===== src/rtl/hardwired_control_unit.sv =====
// Multi-cycle hardwired controller for the ALU-system datapath.
// Ports: Clock/Reset, IROut + Z/C/N/O flags in; RF/ARF/IR/DR/ALU/Mem/Mux controls, T, Halted, Illegal out.
`timescale 1ns/1ps
module hardwired_control_unit #(
    parameter logic [4:0] ALU_ADD = 5'b10100,
    parameter logic [5:0] OP_NOP  = 6'h00,
    parameter logic [5:0] OP_INC  = 6'h01,
    parameter logic [5:0] OP_LDI  = 6'h02,
    parameter logic [5:0] OP_ADD  = 6'h03,
    parameter logic [5:0] OP_BEQ  = 6'h04,
    parameter logic [5:0] OP_LD   = 6'h05,
    parameter logic [5:0] OP_HLT  = 6'h3F
) (
    input  logic        Clock,
    input  logic        Reset,
    input  logic [15:0] IROut,
    input  logic        Z,
    input  logic        C,
    input  logic        N,
    input  logic        O,
    output logic [3:0]  RF_RegSel,
    output logic [3:0]  RF_ScrSel,
    output logic [2:0]  RF_FunSel,
    output logic [2:0]  RF_OutASel,
    output logic [2:0]  RF_OutBSel,
    output logic [2:0]  ARF_RegSel,
    output logic [1:0]  ARF_FunSel,
    output logic [1:0]  ARF_OutCSel,
    output logic [1:0]  ARF_OutDSel,
    output logic [1:0]  MuxASel,
    output logic [1:0]  MuxBSel,
    output logic        MuxDSel,
    output logic        IR_Write,
    output logic        IR_LH,
    output logic        DR_E,
    output logic [1:0]  DR_FunSel,
    output logic        ALU_WF,
    output logic [4:0]  ALU_FunSel,
    output logic        Mem_WR,
    output logic        Mem_CS,
    output logic [1:0]  T,
    output logic        Halted,
    output logic        Illegal
);

    typedef enum logic [1:0] {T0 = 2'd0, T1 = 2'd1, T2 = 2'd2, T3 = 2'd3} tstate_t;

    tstate_t    t_q, t_d;
    logic       halted_q, halted_d;
    logic [5:0] opcode;
    logic [1:0] rx, ry;
    logic [3:0] rx_sel;

    assign opcode = IROut[15:10];
    assign rx     = IROut[9:8];
    assign ry     = IROut[7:6];
    // Active-low one-hot write select: R1 lives in bit 3.
    assign rx_sel = ~(4'b1000 >> rx);

    // Flags other than Z and the immediate are consumed by the datapath only.
    logic unused_inputs;
    assign unused_inputs = ^{C, N, O, IROut[5:0]};

    always_ff @(posedge Clock) begin
        if (Reset) begin
            t_q      <= T0;
            halted_q <= 1'b0;
        end else begin
            t_q      <= t_d;
            halted_q <= halted_d;
        end
    end

    always_comb begin
        t_d      = t_q;
        halted_d = halted_q;
        if (!halted_q) begin
            unique case (t_q)
                T0: t_d = T1;
                T1: t_d = T2;
                T2: begin
                    if (opcode == OP_LD) begin
                        t_d = T3;
                    end else if (opcode == OP_HLT) begin
                        t_d      = T2;
                        halted_d = 1'b1;
                    end else begin
                        t_d = T0;
                    end
                end
                T3: t_d = T0;
            endcase
        end
    end

    always_comb begin
        RF_RegSel   = 4'b1111;
        RF_ScrSel   = 4'b1111;
        RF_FunSel   = 3'b000;
        RF_OutASel  = 3'b000;
        RF_OutBSel  = 3'b000;
        ARF_RegSel  = 3'b111;
        ARF_FunSel  = 2'b00;
        ARF_OutCSel = 2'b00;
        ARF_OutDSel = 2'b00;
        MuxASel     = 2'b00;
        MuxBSel     = 2'b00;
        MuxDSel     = 1'b0;
        IR_Write    = 1'b0;
        IR_LH       = 1'b0;
        DR_E        = 1'b0;
        DR_FunSel   = 2'b00;
        ALU_WF      = 1'b0;
        ALU_FunSel  = 5'b00000;
        Mem_WR      = 1'b0;
        Mem_CS      = 1'b1;
        Illegal     = 1'b0;
        // Reset and halt both force the quiescent set: no access, no write.
        if (!Reset && !halted_q) begin
            unique case (t_q)
                T0, T1: begin
                    ARF_OutDSel = 2'b00;
                    Mem_CS      = 1'b0;
                    IR_Write    = 1'b1;
                    IR_LH       = (t_q == T1);
                    ARF_RegSel  = 3'b011;
                    ARF_FunSel  = 2'b01;
                end
                T2: begin
                    case (opcode)
                        OP_NOP: ;
                        OP_INC: begin
                            RF_RegSel = rx_sel;
                            RF_FunSel = 3'b001;
                        end
                        OP_LDI: begin
                            MuxASel   = 2'b11;
                            RF_RegSel = rx_sel;
                            RF_FunSel = 3'b010;
                        end
                        OP_ADD: begin
                            RF_OutASel = {1'b0, rx};
                            RF_OutBSel = {1'b0, ry};
                            MuxDSel    = 1'b0;
                            ALU_FunSel = ALU_ADD;
                            ALU_WF     = 1'b1;
                            MuxASel    = 2'b00;
                            RF_RegSel  = rx_sel;
                            RF_FunSel  = 3'b010;
                        end
                        OP_BEQ: begin
                            if (Z) begin
                                MuxBSel    = 2'b11;
                                ARF_RegSel = 3'b011;
                                ARF_FunSel = 2'b10;
                            end
                        end
                        OP_LD: begin
                            ARF_OutDSel = 2'b10;
                            Mem_CS      = 1'b0;
                            DR_E        = 1'b1;
                            DR_FunSel   = 2'b10;
                        end
                        OP_HLT: ;
                        default: Illegal = 1'b1;
                    endcase
                end
                T3: begin
                    MuxASel   = 2'b10;
                    RF_RegSel = rx_sel;
                    RF_FunSel = 3'b010;
                end
            endcase
        end
    end

    assign T      = t_q;
    assign Halted = halted_q;

endmodule


===== config.mk =====
export PLATFORM = sky130hd
export DESIGN_NAME = hardwired_control_unit
export DESIGN_NICKNAME = d
export VERILOG_FILES = /design/src/rtl/hardwired_control_unit.sv
export SDC_FILE = /design/constraint.sdc
export NUM_CORES = 1
export LEC_CHECK = 0
export ABC_AREA = 1
export CORE_AREA = 5 5 71 47
export CTS_CLUSTER_SIZE = 24
export DETAILED_ROUTE_END_ITERATION = 7
export DIE_AREA = 0 0 76 52
export PLACE_DENSITY = 0.75
export SETUP_SLACK_MARGIN = 0.2
export SLEW_MARGIN = 0
export SYNTH_ARGS = -nofsm -noshare
export SYNTH_HDL_FRONTEND = slang
export SYNTH_SLANG_ARGS = --single-unit

===== constraint.sdc =====
create_clock -name Clock -period 1.2 [get_ports Clock]
set_clock_uncertainty 0.1 [all_clocks]
set_input_delay 0.24 -clock Clock [delete_from_list [all_inputs] [get_ports Clock]]
set_output_delay 0.24 -clock Clock [all_outputs]
set_load 0.01 [all_outputs]

Yosys cells after proc, flatten, opt, wreduce, memory -nomap -nowiden. Cells that the tools add are included.

Bits in registers: 3. Bits in latches: 0. Memory bits (writable): 0. Bits in read-only memories: 0. Input port bits: 22. Output and inout port bits: 48. Word-level logic and storage cells: 78. Memories: 0.

Add/sub/neg operators: 0. $mul: 0. Divide/modulo/power cells: 0. Order comparisons: 0. Equal/unequal tests: 9. Shift-type cells: 1. Muxes and demuxes: 56. Bitwise gates (word level): 1. Reductions and logical operators: 9.

Operators with widths (count): 2-bit 2-to-1 mux (21); 1-bit 2-to-1 mux (19); 2-bit one-hot mux with 2 select lines (4); 5-bit 2-to-1 mux (3); 6-bit by 2-bit equality test with 1-bit output, second input constant (2); 6-bit by 3-bit equality test with 1-bit output, second input constant (2); 3-bit 2-to-1 mux (3); 4-bit 2-to-1 mux (2); 2-bit one-hot mux with 4 select lines (1); 4-bit one-hot mux with 2 select lines (1); 7-bit OR reduction (1); 6-bit by 1-bit equality test with 1-bit output, second input constant (1); 6-bit equality test, second input constant (1); 6-bit zero test (1); 3-bit one-hot mux with 2 select lines (1); 2-bit equality test, second input constant (2); 4-bit inverter (1); 2-bit OR reduction (2); 4-bit by 2-bit >> shifter with 4-bit output, first input constant (1); 3-bit OR reduction (1); 2-bit by 1-bit equality test with 1-bit output, second input constant (1); 1-bit zero test (2); 2-bit zero test (1); 1-bit one-hot mux with 2 select lines (1); 1-bit logical AND (1).

Longest topological paths before layout. Gate-level depths: netlist (run 1).

Depth after elaboration: 5. Mapped depth: 6. Mapped depth without buffers: 6.

Worst setup path before layout (run 1). OpenSTA, ideal clock, no wires.

Kind: reg-to-output. From: register t_q[1], in the netlist T[1]. To: output port ARF_OutDSel[1]. Data arrival time: 1.452 ns. Required time: 0.860 ns. Setup slack: -0.592 ns. Stages on the path, launching flop included: 5. Path buffers: 2. Cell sequence: dfxtp_1 buf_2 inv_1 nor4_1 buf_4.

Cells in the longest elaborated chain, start to end: 3.

RTL lines: start: declaration (line 48) `tstate_t t_q, t_d;`; start signal: assignment (line 69) `t_q <= t_d;`; 2-bit equality test (line 120) `unique case (t_q)`; 2-bit 2-to-1 mux (line 120); 2-bit 2-to-1 mux (line 119) `if (!Reset && !halted_q) begin`; end: declaration (line 29) `output logic [1:0] ARF_OutDSel,`.

Every way passes these cells.

Worst setup path after layout (run 1).
From: register halted_q, in the netlist Halted. To: output port RF_OutASel[0].

Cells in the longest elaborated chain, start to end: 3.

RTL lines: start: declaration (line 49) `logic halted_q, halted_d;`; start signal: assignment (line 70) `halted_q <= halted_d;`; 1-bit zero test (line 119); 1-bit logical AND (line 119); 2-bit 2-to-1 mux (line 119); end: declaration (line 24) `output logic [2:0] RF_OutASel,`.

Every way passes these cells.

==> results list, run 1 <==
* Outcome: finished with violations
- Violated checks: negative setup slack
- In this run the deepest clock path goes through 2 buffers.
- The detailed router finished its first iteration with 21 violations.
* Post-route worst hold slack: 320.9 ps
- After synthesis, the share of flip-flops with an asynchronous set or reset is 0.
- Number of buffers added by the clock tree synthesis step: 3
* Number of inserted diodes: 0
* Count of buffers inserted at the top-level ports: 42
* Critical Path End Type: output port
* Number of top-level design ports: 70
- Max incr delay on CP: 360 ps
* Vias in the first global route: 810
- Netlist area before placement: 625.6 um^2
* Commonest cells post-synth: buf_4, inv_1, nor2_1, nand2_1
- First-pass GRT wire length: 3629 um
- Setup ws final: -514.2 ps
- Overall track demand over capacity in global routing: 0.1102
* Synthesized netlist cell count: 105
- Multi-input gate area in the final layout: 558.0 um^2
- Power spread over the standard cell area amounts to 624.2 nW/um^2.
* Worst-path clk slew: 30 ps
- The total area inside the core boundary comes to 2684 um^2.
* Via Count: 880
- Grouping stages by cell kind, the critical path spends the most delay in simple AND/OR/NAND/NOR gates.
- After detailed routing, the total wire length is 2503 um.
- During synthesis, Yosys emitted a total of 0 warnings.
- The first detailed-routing pass took 4 iterations.
* Final weighted congestion in routability-driven placement: 0.8131
- For the worst setup path, the data arrival time is 1370 ps.
- buf_4 is the most common cell in the netlist.
* Kind of launch point of the worst setup path: flop
- ANT nets after route: 0
* Static Leak: 0.7518 nW
- Register bit count reported by yosys: 3
- Unique masters post-synth: 23
- Final Setup Violations: 30
- Unrepaired setup endpoints after global routing: yes
- The worst hold path belongs to the class in -> reg.
- For this design, the slowest cell found on the critical path is dfxtp_4.
- The worst setup path is of the reg -> out kind.
* Final total power: a little over 0.0009 W
* M3 GR Usage: 0.03806
- Highest achievable clock rate: slightly below 0.6 GHz
- The initial antenna violation count is 0.
- The initial utilization of the core area, before any placement, comes to 0.2331.
- Most crowded layer after global routing: met2
* Pin count of the biggest net entering global routing: 7
- The total count of hold-check failures in the final report was 0.
* Buffers & Inverters on Critical Path: 2
* Global route total overflow: 0
* Max-slew violation total from the final report: 0
- Dividing the final minimum period by the clock period gives 1.428.
- Relative to the synthesized area, the layout overhead comes to 138.6%.
* # DRC: 0
* Worst-path fanout max: 4
- CTS built an H-tree with a depth of 1.
* Clock tree from TritonCTS: done
* Average vias per placed instance: 4.074
- The synthesized design contains 0 enable-type register cells.
- Max-cap violations in this run came to 0.
- The initialized floorplan defines 15 standard-cell rows.
* Post-placement worst setup slack: -1102 ps
* Global-route track usage on met1: 0.1238
- Fraction of final layout cells sized beyond drive strength 1: 0.6978
- Required time of the critical path: approximately 860 ps
- The root buffer cell chosen for the clock tree is clkbuf_8.
- The average instance in the mapped netlist occupies 5.958 um^2.
- Post-synth top flop: dfxtp_1
* Post-detail-place hpwl: approximately 1700 um
- Final-stage net count: slightly above 200
* Most area-hungry cell type in the Yosys netlist: buf_4
- The cell that appears most often on the critical path is nor2_4.
* WL per Instance: between 10 and 15 um
* Clock net sink count: 3
- The die is between 50 and 60 um tall.
- Global Route met2 Usage: 0.1946
- Share of the synthesized area in the top cell type: 0.2760
- Across the whole layout, storage elements account for 71.32 um^2.
- For the finished layout, the period the worst path requires is 1714 ps.
- DIE AREA: between 3000 and 4000 um^2
* Ranking of synthesized cells by area: buf_4, dfxtp_1, inv_1
* Cell-by-cell trace of the critical path: nor2_4 -> nand2_2 -> nor2_4 -> nand4_4 -> buf_4 -> nor2_4 -> buf_6
* Die width: 76 um
* Largest vdd supply drop: ~0.00041 V
- For the worst-skew pair, the clock arrives at the later sink with an insertion delay of 220 ps.
- Sequential share of the synthesized area: 0.09600
- Fill cell total of the finished layout: 264
==> per-stage QoR <==
step | TNS [ps] | cells | instance area (um^2) | utilization
floorplan | -1916 | 121 | 772.0 | -
global placement | -28640 | 192 | 1227 | 0.4573
detailed placement | -28820 | 192 | 1227 | 0.4573
CTS | -10800 | 213 | 1380 | 0.5142
global route | -12850 | 216 | 1493 | 0.5562
finish | -10930 | 216 | 1493 | 0.5562
==> final cells by class <==
| cell class | count | share of cell area |
|---|---|---|
| sequential | 3 | 0.04778 |
| tap | 34 | 0.02850 |
| timing repair buffer | 82 | 0.4686 |
| clock buffer | 4 | 0.03018 |
| inverter | 15 | 0.05113 |
| multi-input combinational | 78 | 0.3738 |
==> sequential cells by signal, indices dropped and copies added (netlist names) <==
signal and cells:
T 2, Halted 1
==> cell usage in the layout (no fill, tap or decap), types with 2 or more instances in the layout <==
cell             count
a21oi_2              6
buf_12               3
buf_2               26
buf_4               21
buf_6               26
clkbuf_8             3
clkdlybuf4s50_1      4
conb_1              18
dfxtp_4              3
inv_1                6
inv_2                4
inv_4                3
nand2_1              8
nand2_2              4
nand2_4              2
nand4_1              6
nor2_1               5
nor2_2               4
nor2_4              10
o21ai_2              2
==> final timing paths <==
check	start	endpoint	slack, ps	depth (start not counted)
worst max register to register	T[0]	Halted	-40	8
worst max-delay path	Halted	RF_OutASel[0]	-510	7
worst min register to register	Halted	T[1]	590	4
worst min-delay path	IROut[15]	Halted	320	5
==> where the power goes <==
group / total [W] / leakage, nW / internal (W) / switching [W]
Sequential: 0.000129 / 0.0267 / 0.000108 / 0.0000202
Combinational: 0.000501 / 0.702 / 0.000258 / 0.000243
Clock: 0.000302 / 0.0228 / 0.000227 / 0.0000743
Total: 0.000932 / 0.752 / 0.000594 / 0.000338
==> cell families after synthesis <==
kind of cell,share of synthesized area
AND/OR/NAND/NOR,0.4160
AO/OA/AOI/OAI,0.08400
other,0.01200
buffers and inverters,0.3920
flip-flops,0.09600
==> layer usage <==
metal / vias up / share of wire
met1: 397 / 0.40
met4: 0 / 0.012
met2: 29 / 0.52
li1: 450 / -
met5: - / 0
met3: 4 / 0.065
==> worst min-delay path: stages <==
cell and delay (ps):
buf_2 120, nand2_1 60, nor2_1 70, nand3_2 70, a21oi_2 40
==> repair_timing <==
item,4_1_cts,5_1_grt
hold buffers,0,0
pin swaps,15,9
setup endpoints to repair,33,33
setup buffers,17,3
resized for setup,194,21
No activity file was read; power rests on OpenSTA's default activity.
==> run 2: changes to the inputs <==
CAP_MARGIN = 15   (was default)
==> results of run 2 <==
Same layout as run 1: the final DEF is identical, and so are final timing and power.
==> run 3: changes to the inputs <==
CTS_BUF_LIST = sky130_fd_sc_hd__clkbuf_8   (was default)
CTS_CLUSTER_SIZE = 25   (was 24)
==> run 3 against run 2 <==
- the flow still finishes with violations (negative setup slack)
- die area unchanged
- clock power decreased by 3%
- worst setup slack about the same
- critical path depth unchanged
- final cell count unchanged
- sequential cell count unchanged
- critical path type unchanged
- largest cell class unchanged
- highest routed layer unchanged
==> results list, run 3 (synthesis results as in run 1) <==
- ANT nets after route: 0
* Syn-to-layout area delta: 138.6%
* Total stage count of the critical path: 7
- Setup ws final: -514.3 ps
- The run finished, with violations left.
- Summed over all layers, the routed wires come to between 2000 and 3000 um.
- Setup violations remaining at the end of the flow were counted as 30.
* Max-slew violation total from the final report: 0
- After detailed routing, the number of remaining DRC violations is 0.
* Number of flip-flops under the largest register name: 2
* Clock insertion delay at the later pin of the skew report: 220 ps
- Routability-driven placement finished with a final weighted congestion of a little over 0.8.
- The first global-routing pass estimated 3629 um of wire.
* Worst-path clk slew: around 30 ps
* Post-detail-place hpwl: ~1700 um
- In this run the power density over the cells is 618.6 nW/um^2.
- Worst Hold Depth: 5
* Vias in the first global route: 810
- Delay-heaviest family, CP: simple AND/OR/NAND/NOR gates
* Startpoint-to-endpoint class of the critical path: reg -> out
- In the final routed layout, each cell accounts on average for roughly 12 um.
* Static Leak: 0.7560 nW
- CP max stage cell: dfxtp_4
* Via Count: 880
* Unrepaired setup endpoints after global routing: yes
* Register area: 71.32 um^2
- Number of failing hold endpoints at the final stage: 0
* H-Tree Level Count: 1
* Data arrival time at the worst-slack endpoint: approximately 1400 ps
- Of the available clock period, the critical path in the final layout requires 1.429.
- DIE AREA: 3952 um^2
- Clock period minus final worst setup slack: 1714 ps
- In this run the tool buffered the top-level ports with 42 buffer cells.
- The floorplan step set the die width to roughly 76 um.
- 70 I/O pins were placed.
- For hold timing, the worst endpoint is Halted.
* Worst-path fanout max: 4
* Overall track demand over capacity in global routing: 0.1102
* First-pass iteration count of the detailed router: 4
- TritonCTS built the clock tree.
- Across the VDD grid, the largest voltage drop is 0.0004022 V.
- Entering global routing, the biggest net connects 7 pins.
- Reg-to-reg endpoint: Halted
- Final design utilization: 0.5562
- Number of cells after detailed placement: ~190
- After filler insertion, the fill cell instance count of the layout stands at 264.
- The final reports fail on negative setup slack.
- The initial utilization of the core area, before any placement, comes to 0.2331.
- For this block, the initial DRC count from the detailed router was 21.
* Clock net sink count: 3
- Cell-by-cell trace of the critical path: nor2_4 -> nand2_2 -> nor2_4 -> nand4_4 -> buf_4 -> nor2_4 -> buf_6
- The tree is rooted in a clkbuf_8.
- Data on the critical path is required at its endpoint by 860 ps.
- Cell depth of the worst flop-to-flop path: 8
- Average vias per placed instance: 4.074
- STA classifies the critical path endpoint as an output port.
* Num rows: 15
* R2R Setup Slk: -40 ps
- The tool flagged a number of max-cap violations equal to 0.
- Highest achievable clock rate: 0.5833 GHz
* Hold Path Class: in -> reg
* Fraction of final layout cells sized beyond drive strength 1: 0.6978
- Kind of launch point of the worst setup path: flop
* Highest-count cells in the layout ignoring fill and taps: buf_2, buf_6, buf_4
- After clock tree synthesis, the flow added hold-fix buffers numbering 0.
- Finished Cell Area: 1493 um^2
- The critical path contains buffers and inverters numbering 2 combined.
* Max incr delay on CP: approximately 360 ps
- For this run the aggregate overflow at the end of global routing stands at 0.
- The initial antenna violation count is 0.
- Summing all multi-input logic gate instances after layout gives ~560 um^2.
* Instance area at placement: 1227 um^2
* Number of buffers added by the clock tree synthesis step: 3
- No sink is reached through more buffers than the 2 on the longest clock path.
- Area of the core region: 2684 um^2
* Layout Cells excl Fill: 216
* Final-stage net count: between 200 and 250
- Number of inserted diodes: 0
- The cell that appears most often on the critical path is nor2_4.
* Critical hold path startpoint: IROut[15]
- RR Startpoint: T[0]
* Die height: 52 um
==> run 3: stage by stage <==
step | TNS, ps | hold WS [ps] | total power, W | setup WS [ps]
global route | -12860 | 332.2 | 0.0009737 | -577.3
global placement | -28640 | 499.1 | 0.0005046 | -1090
floorplan | -1916 | 199.4 | 0.0003377 | -194.1
detailed placement | -28820 | 498.8 | 0.0005087 | -1102
CTS | -10800 | 315.8 | 0.0008674 | -519.9
finish | -10930 | 320.8 | 0.0009233 | -514.3
==> run 3: how the worst max path moves through the flow <==
stage	from	end	slack [ps]
finish	Halted	RF_OutASel[0]	-510
global route	Halted	RF_OutASel[0]	-580
CTS	Halted	RF_OutBSel[0]	-520
detailed placement	IROut[12]	DR_E	-1100
global placement	IROut[12]	ARF_OutDSel[1]	-1090
floorplan	T[1]	ARF_OutDSel[1]	-190
==> run 3: area by class of cell <==
cell class,count,share of cell area
clock buffers,3,0.02766
clock inverters,1,0.002515
inverters,15,0.05113
repair buffers,82,0.4686
flip-flops and latches,3,0.04778
well taps,34,0.02850
multi-input cells,78,0.3738
==> run 3: repair_timing <==
action,CTS,global route
pin swaps,15,9
endpoints found under the setup margin,33,33
resized for setup,194,21
setup buffers,17,3
gates cloned,0,0
==> run 3: worst register-to-register path, cell delays in order (launching register included) <==
cell	delay, ps
dfxtp_4	360
buf_6	120
buf_6	110
inv_8	70
buf_6	110
nand2_4	50
inv_4	50
nand3_2	70
a21oi_2	120
==> run 3: where the power goes <==
part	switching [W]	internal (W)	total, W
Sequential	0.0000202	0.000108	0.000129
Clock	0.0000747	0.000218	0.000293
Combinational	0.000243	0.000258	0.000501
==> run 3: routing by layer <==
layer | global-route usage | vias to the layer above | wire [um]
met1 | 0.1238 | 397 | 1006
met4 | 0.04142 | 0 | 31
met5 | 0 | - | 0
met3 | 0.03806 | 4 | 162
met2 | 0.1946 | 29 | 1302
li1 | - | 450 | -
